===== config.mk =====
export PLATFORM = sky130hd
export DESIGN_NAME = stream_downsizer_keep_flat
export DESIGN_NICKNAME = d
export VERILOG_FILES = /design/src/rtl/stream_pkg.sv /design/src/rtl/stream_downsizer_keep_if.sv /design/src/rtl/lane_pick.sv /design/src/rtl/stream_downsizer_keep.sv /design/src/flat_wrapper.sv
export SDC_FILE = /design/constraint.sdc
export NUM_CORES = 1
export LEC_CHECK = 0
export BUFFER_PORTS_ARGS = -buffer_cell sky130_fd_sc_hd__buf_2
export CAP_MARGIN = 20
export CORE_MARGIN = 1
export CORE_UTILIZATION = 35
export CTS_CLUSTER_DIAMETER = 100
export DETAILED_ROUTE_END_ITERATION = 7
export HOLD_SLACK_MARGIN = 0.1
export PLACE_DENSITY_LB_ADDON = 0.1
export REMOVE_ABC_BUFFERS = 1
export SKIP_LAST_GASP = 1
export SYNTH_ARGS = -nofsm -noshare
export SYNTH_HDL_FRONTEND = slang
export SYNTH_SLANG_ARGS = --single-unit
export TNS_END_PERCENT = 30

===== constraint.sdc =====
create_clock -name clk -period 2.6 [get_ports clk]
set_input_delay 0 -clock clk [delete_from_list [all_inputs] [get_ports clk]]
set_output_delay 0 -clock clk [all_outputs]
set_load 0.005 [all_outputs]

===== src/rtl/stream_pkg.sv =====
// stream_pkg: shared helpers for the stream width-conversion blocks
//   onehot_single : true when exactly one bit of a mask (up to 64 bits) is set
//   lane_w        : width of a lane index for n lanes
package stream_pkg;
   function automatic logic onehot_single(input logic [63:0] v);
      return (v != '0) && ((v & (v - 64'd1)) == '0);
   endfunction
   function automatic int lane_w(input int n);
      return (n > 1) ? $clog2(n) : 1;
   endfunction
endpackage


===== src/rtl/stream_downsizer_keep_if.sv =====
// stream_downsizer_keep_if: wide-in / narrow-out stream bundle with keep mask
//   slave  : the downsizer side (takes s_*, m_ready_i; drives s_ready_o, m_*, err_drop_o)
//   master : the environment side (mirror of slave)
interface stream_downsizer_keep_if import stream_pkg::*; #(
   parameter int DW_OUT = 8,
   parameter int SCALE = 4
);
   localparam int LW = lane_w(SCALE);
   logic [DW_OUT*SCALE-1:0] s_data_i;
   logic [SCALE-1:0] s_keep_i;
   logic s_last_i;
   logic s_valid_i;
   logic s_ready_o;
   logic [DW_OUT-1:0] m_data_o;
   logic [LW-1:0] m_lane_o;
   logic m_last_o;
   logic m_valid_o;
   logic m_ready_i;
   logic err_drop_o;
   modport slave (
      input s_data_i, s_keep_i, s_last_i, s_valid_i, m_ready_i,
      output s_ready_o, m_data_o, m_lane_o, m_last_o, m_valid_o, err_drop_o
   );
   modport master (
      output s_data_i, s_keep_i, s_last_i, s_valid_i, m_ready_i,
      input s_ready_o, m_data_o, m_lane_o, m_last_o, m_valid_o, err_drop_o
   );
endinterface


===== src/rtl/lane_pick.sv =====
// lane_pick: priority encoder picking the lowest (or highest when MSB_FIRST) set lane
//   mask_i : lane mask in
//   hot_o  : one-hot of the picked lane (zero when mask_i is zero)
//   idx_o  : index of the picked lane (zero when mask_i is zero)
module lane_pick import stream_pkg::*; #(
   parameter int SCALE = 4,
   parameter bit MSB_FIRST = 1'b0
) (
   input  logic [SCALE-1:0] mask_i,
   output logic [SCALE-1:0] hot_o,
   output logic [lane_w(SCALE)-1:0] idx_o
);
   localparam int LW = lane_w(SCALE);
   // later iterations override earlier ones, so the scan direction sets the priority
   always_comb begin
      idx_o = '0;
      for (int i = 0; i < SCALE; i++) begin
         if (MSB_FIRST) begin
            if (mask_i[i]) idx_o = LW'(i);
         end else if (mask_i[SCALE-1-i]) idx_o = LW'(SCALE-1-i);
      end
      hot_o = '0;
      hot_o[idx_o] = |mask_i;
   end
endmodule


===== src/rtl/stream_downsizer_keep.sv =====
// stream_downsizer_keep: splits a SCALE-lane wide beat into kept narrow lanes, zero-bubble
//   clk, rst : clock, synchronous active-high reset
//   bus      : stream_downsizer_keep_if.slave (wide s_* in, narrow m_* out, err_drop_o pulse)
//   STREAM_DOWNSIZER_MSB_FIRST_EN : when defined, lanes are emitted highest-first
module stream_downsizer_keep import stream_pkg::*; #(
   parameter int DW_OUT = 8,
   parameter int SCALE = 4
) (
   input logic clk,
   input logic rst,
   stream_downsizer_keep_if.slave bus
);
   localparam int LW = lane_w(SCALE);
`ifdef STREAM_DOWNSIZER_MSB_FIRST_EN
   localparam bit MSB_FIRST = 1'b1;
`else
   localparam bit MSB_FIRST = 1'b0;
`endif
   logic [DW_OUT*SCALE-1:0] data_r;
   logic [SCALE-1:0] rem_r, hot;
   logic [LW-1:0] sel;
   logic last_r, full, rst_r, err_r, wr, rd, one, fin, kept;
   lane_pick #(.SCALE(SCALE), .MSB_FIRST(MSB_FIRST)) u_pick (
      .mask_i(rem_r),
      .hot_o(hot),
      .idx_o(sel)
   );
   assign one = onehot_single(64'(rem_r));
   assign rd = full & bus.m_ready_i;
   assign fin = rd & one;
   assign bus.s_ready_o = (!full | fin) & !rst_r & !rst;
   assign wr = bus.s_valid_i & bus.s_ready_o;
   assign kept = |bus.s_keep_i;
   assign bus.m_valid_o = full;
   assign bus.m_data_o = data_r[sel*DW_OUT +: DW_OUT];
   assign bus.m_lane_o = sel;
   assign bus.m_last_o = last_r & one;
   assign bus.err_drop_o = err_r;
   always_ff @(posedge clk) if (wr && kept) data_r <= bus.s_data_i;
   // an all-zero-keep beat is consumed without touching the held state
   always_ff @(posedge clk) begin
      if (rst) begin
         full <= 1'b0;
         rem_r <= '0;
         last_r <= 1'b0;
         err_r <= 1'b0;
         rst_r <= 1'b1;
      end else begin
         rst_r <= 1'b0;
         err_r <= wr & !kept & bus.s_last_i;
         if (wr && kept) begin
            rem_r <= bus.s_keep_i;
            last_r <= bus.s_last_i;
            full <= 1'b1;
         end else if (fin) begin
            rem_r <= '0;
            full <= 1'b0;
         end else if (rd) rem_r <= rem_r & ~hot;
      end
   end
endmodule


===== src/flat_wrapper.sv =====
// flat-port wrapper written by rule: the top's interface ports become plain ports
module stream_downsizer_keep_flat import stream_pkg::*;
#(
   parameter int DW_OUT = 8,
   parameter int SCALE = 4
)
  (clk, rst, bus_s_data_i, bus_s_keep_i, bus_s_last_i, bus_s_valid_i, bus_m_ready_i, bus_s_ready_o, bus_m_data_o, bus_m_lane_o, bus_m_last_o, bus_m_valid_o, bus_err_drop_o);
  stream_downsizer_keep_if #(.DW_OUT(DW_OUT), .SCALE(SCALE)) bus_i ();
  input logic clk;
  input logic rst;
  input wire logic [$bits(bus_i.s_data_i)-1:0] bus_s_data_i;
  input wire logic [$bits(bus_i.s_keep_i)-1:0] bus_s_keep_i;
  input wire logic [$bits(bus_i.s_last_i)-1:0] bus_s_last_i;
  input wire logic [$bits(bus_i.s_valid_i)-1:0] bus_s_valid_i;
  input wire logic [$bits(bus_i.m_ready_i)-1:0] bus_m_ready_i;
  output wire logic [$bits(bus_i.s_ready_o)-1:0] bus_s_ready_o;
  output wire logic [$bits(bus_i.m_data_o)-1:0] bus_m_data_o;
  output wire logic [$bits(bus_i.m_lane_o)-1:0] bus_m_lane_o;
  output wire logic [$bits(bus_i.m_last_o)-1:0] bus_m_last_o;
  output wire logic [$bits(bus_i.m_valid_o)-1:0] bus_m_valid_o;
  output wire logic [$bits(bus_i.err_drop_o)-1:0] bus_err_drop_o;
  assign bus_i.s_data_i = bus_s_data_i;
  assign bus_i.s_keep_i = bus_s_keep_i;
  assign bus_i.s_last_i = bus_s_last_i;
  assign bus_i.s_valid_i = bus_s_valid_i;
  assign bus_i.m_ready_i = bus_m_ready_i;
  assign bus_s_ready_o = bus_i.s_ready_o;
  assign bus_m_data_o = bus_i.m_data_o;
  assign bus_m_lane_o = bus_i.m_lane_o;
  assign bus_m_last_o = bus_i.m_last_o;
  assign bus_m_valid_o = bus_i.m_valid_o;
  assign bus_err_drop_o = bus_i.err_drop_o;
  stream_downsizer_keep #(.DW_OUT(DW_OUT), .SCALE(SCALE)) u_core (.clk(clk), .rst(rst), .bus(bus_i));
endmodule

==> results of run 1 <==
through the flow:
step                      setup TNS [ns]  instance area [sq um]  cells
after detailed placement               0                   1990    211
after global routing                   0                   2460    258
final                                  0                   2460    258
after CTS                              0                   2460    258
after floorplan                  -0.0497                   1600    101
after global placement                 0                   1990    211
cells in the final DEF (no fill, tap or decap), types with 2 or more instances in the layout:
cell type | netlist | routed
a21oi_1 | 10 | 10
a221o_1 | 2 | 2
a221o_2 | 6 | 6
a32o_1 | 3 | 3
and2_1 | 2 | 2
buf_2 | 1 | 54
buf_4 | 0 | 3
clkbuf_8 | 0 | 5
clkinv_2 | 0 | 2
dfxtp_1 | 8 | 8
dlygate4sd3_1 | 0 | 39
edfxtp_1 | 32 | 32
mux2i_1 | 8 | 8
nand3_1 | 3 | 3
nor2_1 | 7 | 7
nor2b_1 | 2 | 2
or2_2 | 2 | 2
power breakdown:
group | internal (W) | switching, W
clock network | 0.000182 | 0.000202
registers | 0.000714 | 0.0000130
logic | 0.000124 | 0.0000869
total | 0.00102 | 0.000302
state kept, by name (all words and copies together) (netlist names):
register / count
u_core.data_r: 32
u_core.rem_r: 4
u_core.bus.err_drop_o: 1
u_core.bus.m_valid_o: 1
u_core.last_r: 1
u_core.rst_r: 1
worst register-to-register path: stages (launching register included):
cell     delay (ns)
dfxtp_1        0.39
nor4b_1        0.47
o21ai_2        0.11
a31o_4         0.27
nor2_4         0.10
buf_12         0.21
mux2_2         0.35
logic make-up (layout without fill, tap and decap cells):
group / after synthesis / after routing / share of synthesized area, %
xor gates and xnor gates: 1 / 1 / 0.534
DFF: 40 / 40 / 68.3
and+or+nand+nor: 25 / 25 / 10.2
AOI/OAI and AO/OA: 25 / 25 / 12.8
buffers and inverters: 7 / 106 / 2.59
muxes: 9 / 9 / 5.56
synth_stat cells, drive strengths merged:
cell type and count:
edfxtp 32, a21oi 10, a221o 8, dfxtp 8
mux2i 8, nor2 8, buf 4, a32o 3
nand3 3, and2 2, clkbuf 2, nor2b 2
nor4b 2, or2 2, a211oi 1, a22o 1
a31o 1, and3 1, inv 1, mux2 1
nand2 1, nand2b 1, nor3b 1, nor4 1
o21ai 1, or3b 1, xor2 1
timing repair:
| action | 4_1_cts | 5_1_grt |
|---|---|---|
| hold buffers | 39 | 0 |
| endpoints found under the hold margin | 40 | 0 |
| buffers inserted | 0 | 0 |
cell type report:
type | instances | area [sq um] | share of cell area, %
Sequential cell | 40 | 1120 | 45.6
Multi-Input combinational cell | 60 | 483 | 19.6
Tap cell | 52 | 65.1 | 2.65
Timing Repair Buffer | 97 | 703 | 28.6
Clock buffer | 5 | 68.8 | 2.80
Inverter | 1 | 3.75 | 0.153
Clock inverter | 3 | 13.8 | 0.560
layer usage:
metal | track usage [%] | wire length, um
met5 | 0 | 0
met4 | 7.94 | 88
met3 | 5.63 | 205
met2 | 27.1 | 1830
met1 | 18.5 | 1480
how the worst max path moves through the flow:
stage / endpoint / start / slack, ns / cells past startpoint
floorplan: u_core.last_r / u_core.rem_r[2] / -0.05 / 5
finish: bus_m_data_o[2] / u_core.rem_r[2] / 0.40 / 7
global route: bus_m_data_o[2] / u_core.rem_r[2] / 0.24 / 7
CTS: bus_m_data_o[2] / u_core.rem_r[2] / 0.37 / 7
global placement: u_core.last_r / u_core.rem_r[2] / 0.61 / 6
detailed placement: u_core.last_r / u_core.rem_r[2] / 0.58 / 6
==> run metrics, run 1 <==
Final Total Pwr 0.00132 W; Initial Util 36.9%; Final ANT Viol Nets 0; crit path DAT 2.20 ns; Via Count 1272; CTS buffer count 5; initial antenna violation count 0; Core Area 4440 sq um; synth warn 0; Util after Layout 55.3%; largest net degree at the start of global routing 34; reg2reg path depth 6; post-cts sizing count 0; CTS root buf clkbuf_8; routed length per instance 14.0 um; worst-path cell chain nand2b_1, a21oi_1, buf_4, mux2i_1, a21oi_1, a221o_2, buf_2; status finished with violations; RSZ-0062 raised after global routing false; post-synthesis register bit count 40; DRC viols 7; FF-to-FF setup slack 0.59 ns; clock latency on the worst-skew pair 0.29 ns; hold path endpoint u_core.bus.m_valid_o; Hold Fails Final Rpt 0; Die X 70.5 um; Max Fclk 455 MHz; DR pass1 iterations 8; static leakage power 0.972 nW; Yosys top cell by area edfxtp_1; Worst-path clk slew 0.07 ns; Netlist Area Pre-Place 1640 sq um; CP required 2.60 ns; Max-cap violations 0; syn avg cell area 15.3 sq um; Die H 70.5 um; Setup violations, final 0; final hold slack 0.186 ns; Worst Hold Class in -> reg; Placement Setup Slack 0.578 ns; area growth from synthesis to layout 49.8%; gpl congestion 0.683; # rows 24; top area cells in the synthesized netlist edfxtp_1 (59%), dfxtp_1 (9.8%), mux2i_1 (4.9%); die footprint 4970 sq um; Port Buffer Count 54; nets@finish 246; Initial DRC Count 76; hold path start bus_s_valid_i; DPL Wire Length 2410 um; Most common cell on crit path a21oi_1; Power Dens Cells 538 nW/um^2; Hold Path Depth 3; max_slew headroom 69.9%; crit path kind reg -> out; H-tree depth 2; first-pass GRT wire length 5950 um; Startpoint Class register; Tcrit/Tclk final 84.4%; clock sinks 40; max incr delay on CP 0.39 ns; Slew Viols, Final 0; end of the worst register-to-register path u_core.last_r; vias in the first global route 1341; CTS tree built; gr usage total 16.2%; post-DR vias/cell 4.93; crit path max fanout 8; clock period minus final worst setup slack 2.20 ns; CP delay by family, top compound AO/OA/AOI/OAI gates; Synth top area share 58.5%; diode count 0; final worst setup slack 0.404 ns; Worst Max-Slew Pin Slew 0.445 ns; Worst path slowest cell dfxtp_1; io pins 55; final WL 3610 um; Post-Syn Instances 107; Fillers 399; Layout Skew 0.00387 ns; Unique masters post-synth 32; layout cells sized above 1 38.8%; failing checks DRC; peak supply drop 342 uV; post-synthesis sequential area ratio 68.3%; R2R Path Start u_core.rem_r[2]; Setup crit end kind output port; grt ovf 0; CP bufs+invs 2; clk buf depth 2
(Power assumes the default switching activity.)
==> run 2: changes to the inputs <==
--- a/config.mk
+++ b/config.mk
@@ -5,6 +5,7 @@
 export SDC_FILE = /design/constraint.sdc
 export NUM_CORES = 1
 export LEC_CHECK = 0
+export ABC_AREA = 1
 export BUFFER_PORTS_ARGS = -buffer_cell sky130_fd_sc_hd__buf_2
 export CAP_MARGIN = 20
 export CORE_MARGIN = 1
==> constraint.sdc (replaced) <==
create_clock -name clk -period 2.3 [get_ports clk]
set_input_delay 0 -clock clk [delete_from_list [all_inputs] [get_ports clk]]
set_output_delay 0 -clock clk [all_outputs]
set_load 0.005 [all_outputs]
==> run 2 against run 1 <==
Net effect: the run now ends clean; non-clock buffer count fell by 2; power rose by 17%; highest routed layer unchanged; clock power rose by 20%; via count rose by 14%; critical endpoint is now bus_m_data_o[3].
==> run metrics, run 2 <==
status finished clean; Slew Viols, Final 0 (unchanged); crit path kind reg -> out; Via Count 1451 (+14%); DRC viols 0 (-7); Port Buffer Count 54 (unchanged); io pins 55 (unchanged); Final ANT Viol Nets 0 (unchanged); crit path DAT 2.04 ns (-0.16 ns); max incr delay on CP 0.45 ns (+0.06 ns); largest net degree at the start of global routing 19 (-44%); Unique masters post-synth 20 (-38%); syn avg cell area 10.9 sq um (-29%); RSZ-0062 raised after global routing false; FF/Latch Area 1120 sq um (unchanged); Post-synth EDFFs 32 (unchanged); first-pass GRT wire length 6560 um (+10%); Final TNS setup 0 ns (unchanged); clk buf depth 2 (unchanged); CP delay by family, top buffers and inverters; Setup violations, final 0 (unchanged); CTS buffer count 5 (unchanged); CTS root buf clkbuf_8; Tcrit/Tclk final 88.9%; top_reg_cell synth edfxtp_1; clock sinks 40 (unchanged); H-tree depth 2 (unchanged); Fillers 400 (+0.25%); final WL 3940 um (+9.1%); CTS tree built; CP required 2.30 ns (-0.30 ns); synth warn 0 (unchanged); DR pass1 iterations 4 (-4); Startpoint Class register; Most flops, register u_core.data_r; commonest cells in the netlist edfxtp_1 (32), nand2_1 (31), nor2_1 (19); static leakage power 1.08 nW (+12%); Util after Layout 55.9% (+0.62 points); DPL Wire Length 2670 um (+11%); crit path max fanout 9 (+1); peak supply drop 403 uV (+18%); Netlist Area Pre-Place 1690 sq um (+3.0%); Synth top area share 56.8% (-1.7 points); layout cells sized above 1 29.2% (-9.7 points); Worst path slowest cell dfxtp_1; nets@finish 297 (+21%); post-synthesis register bit count 40 (unchanged); Max-cap violations 0 (unchanged); max_slew headroom 70.5% (+0.56 points); Most common cell on crit path nand2_1; Initial Util 37.5% (+0.59 points); CP bufs+invs 3 (+1); grt ovf 0 (unchanged); max reg flops 32 (unchanged); Final Total Pwr 0.00155 W (+17%); Setup crit end kind output port; gpl congestion 0.807 (+18%); most frequent cells in the layout buf_2 (54), dlygate4sd3_1 (37), edfxtp_1 (32); clock latency on the worst-skew pair 0.29 ns (about the same); Power Dens Cells 615 nW/um^2 (+14%); area growth from synthesis to layout 49.1%; Die H 71.5 um (+1.4%); ys async rst share 0% (unchanged); Max Fclk 489 MHz; Die X 71.5 um (+1.4%); Placed Instances 264 (+25%); multi-input logic area 500 sq um (+3.6%); clock period minus final worst setup slack 2.04 ns; Cell Count, Final, Fillers Out 309 (+20%); Core Area 4500 sq um (+1.4%); vias in the first global route 1494 (+11%); post-DR vias/cell 4.70 (-4.8%); Yosys top cell by area edfxtp_1; Post-Syn Instances 155 (+45%); top-count cell post-synth edfxtp_1; Worst-path clk slew 0.08 ns (about the same); # rows 24 (unchanged); Worst Hold Class in -> reg; post-synthesis sequential area ratio 66.3% (-2.0 points); Hold Fails Final Rpt 0 (unchanged); worst-path cell chain inv_1, nand2_1, nand2_1, nand2_1, inv_1, o21ai_0, o211ai_1, buf_2; Initial DRC Count 37 (-51%); diode count 0 (unchanged); initial antenna violation count 0 (unchanged); die footprint 5110 sq um (+2.9%); Layout Skew 0.00614 ns (+0.00227 ns); gr usage total 16.9% (+0.70 points); routed length per instance 12.7 um (-8.9%); Largest regs u_core.data_r (32), u_core.rem_r (4); commonest non-fill, non-tap cell in the layout buf_2; top area cells in the synthesized netlist edfxtp_1 (57%), dfxtp_1 (9.5%), nand2_1 (6.9%); Worst Max-Slew Pin Slew 0.441 ns (-0.00378 ns)
run 2: layout make-up:
type                       count  area share (%)
clock inverter                 1           0.348
sequential                    40            44.5
tap                           52            2.58
timing repair buffer          95            27.1
multi-input combinational     97            19.9
clock buffer                   7            3.03
inverter                      17            2.58
run 2: what timing repair did:
action	4_1_cts	5_1_grt
hold endpoints to repair	40	0
resized for setup	0	1
hold buffers	37	0
setup endpoints to repair	0	16
setup buffers	0	0
run 2: kinds of logic (layout without fill, tap and decap cells):
kind of cell | count (synthesis) | count (layout) | synth area share (%)
and+or+nand+nor | 77 | 77 | 22.5
DFF | 40 | 40 | 66.3
AOI/OAI and AO/OA | 20 | 20 | 7.11
buffers and inverters | 18 | 120 | 4.07
run 2: per-layer routing:
metal | vias up | track usage [%] | share of wire, %
met1 | 666 | 20.1 | 44
met5 | - | 0 | 0
li1 | 734 | - | -
met4 | 0 | 5.23 | 1.3
met2 | 45 | 29.8 | 50
met3 | 6 | 4.92 | 4.8
run 2: worst register-to-register path, cell delays in order (launching register included):
cell	delay (ns)
dfxtp_1	0.45
inv_1	0.12
nand2_1	0.12
nand2_4	0.10
nand2_2	0.09
nand3_2	0.08
nand2_4	0.10
nand4_4	0.17
clkinv_2	0.31
buf_12	0.21
run 2: path summary, 6_finish.rpt:
kind | to | depth (start not counted) | slack [ns] | from
max | bus_m_data_o[3] | 8 | 0.26 | u_core.rem_r[2]
min | u_core.rem_r[1] | 5 | 0.10 | bus_s_keep_i[1]
max reg2reg | u_core.data_r[18] | 9 | 0.26 | u_core.rem_r[2]
min reg2reg | u_core.last_r | 2 | 0.45 | u_core.last_r
run 2: metrics by stage:
stage | worst slack, ns | hold WS (ns) | instance area (sq um)
final | 0.255 | 0.104 | 2520
after global routing | 0.0114 | 0.117 | 2520
after CTS | 0.151 | 0.101 | 2520
after detailed placement | 0.159 | 0.149 | 2060
after global placement | 0.269 | 0.144 | 2060
after floorplan | 0.352 | 0.0277 | 1690
run 2: power breakdown:
part | leakage [nW] | internal [W] | switching [W] | total (W)
clock network | 0.0424 | 0.000217 | 0.000243 | 0.000460
registers | 0.359 | 0.000808 | 0.0000124 | 0.000820
logic | 0.684 | 0.000137 | 0.000134 | 0.000270
total | 1.08 | 0.00116 | 0.000389 | 0.00155
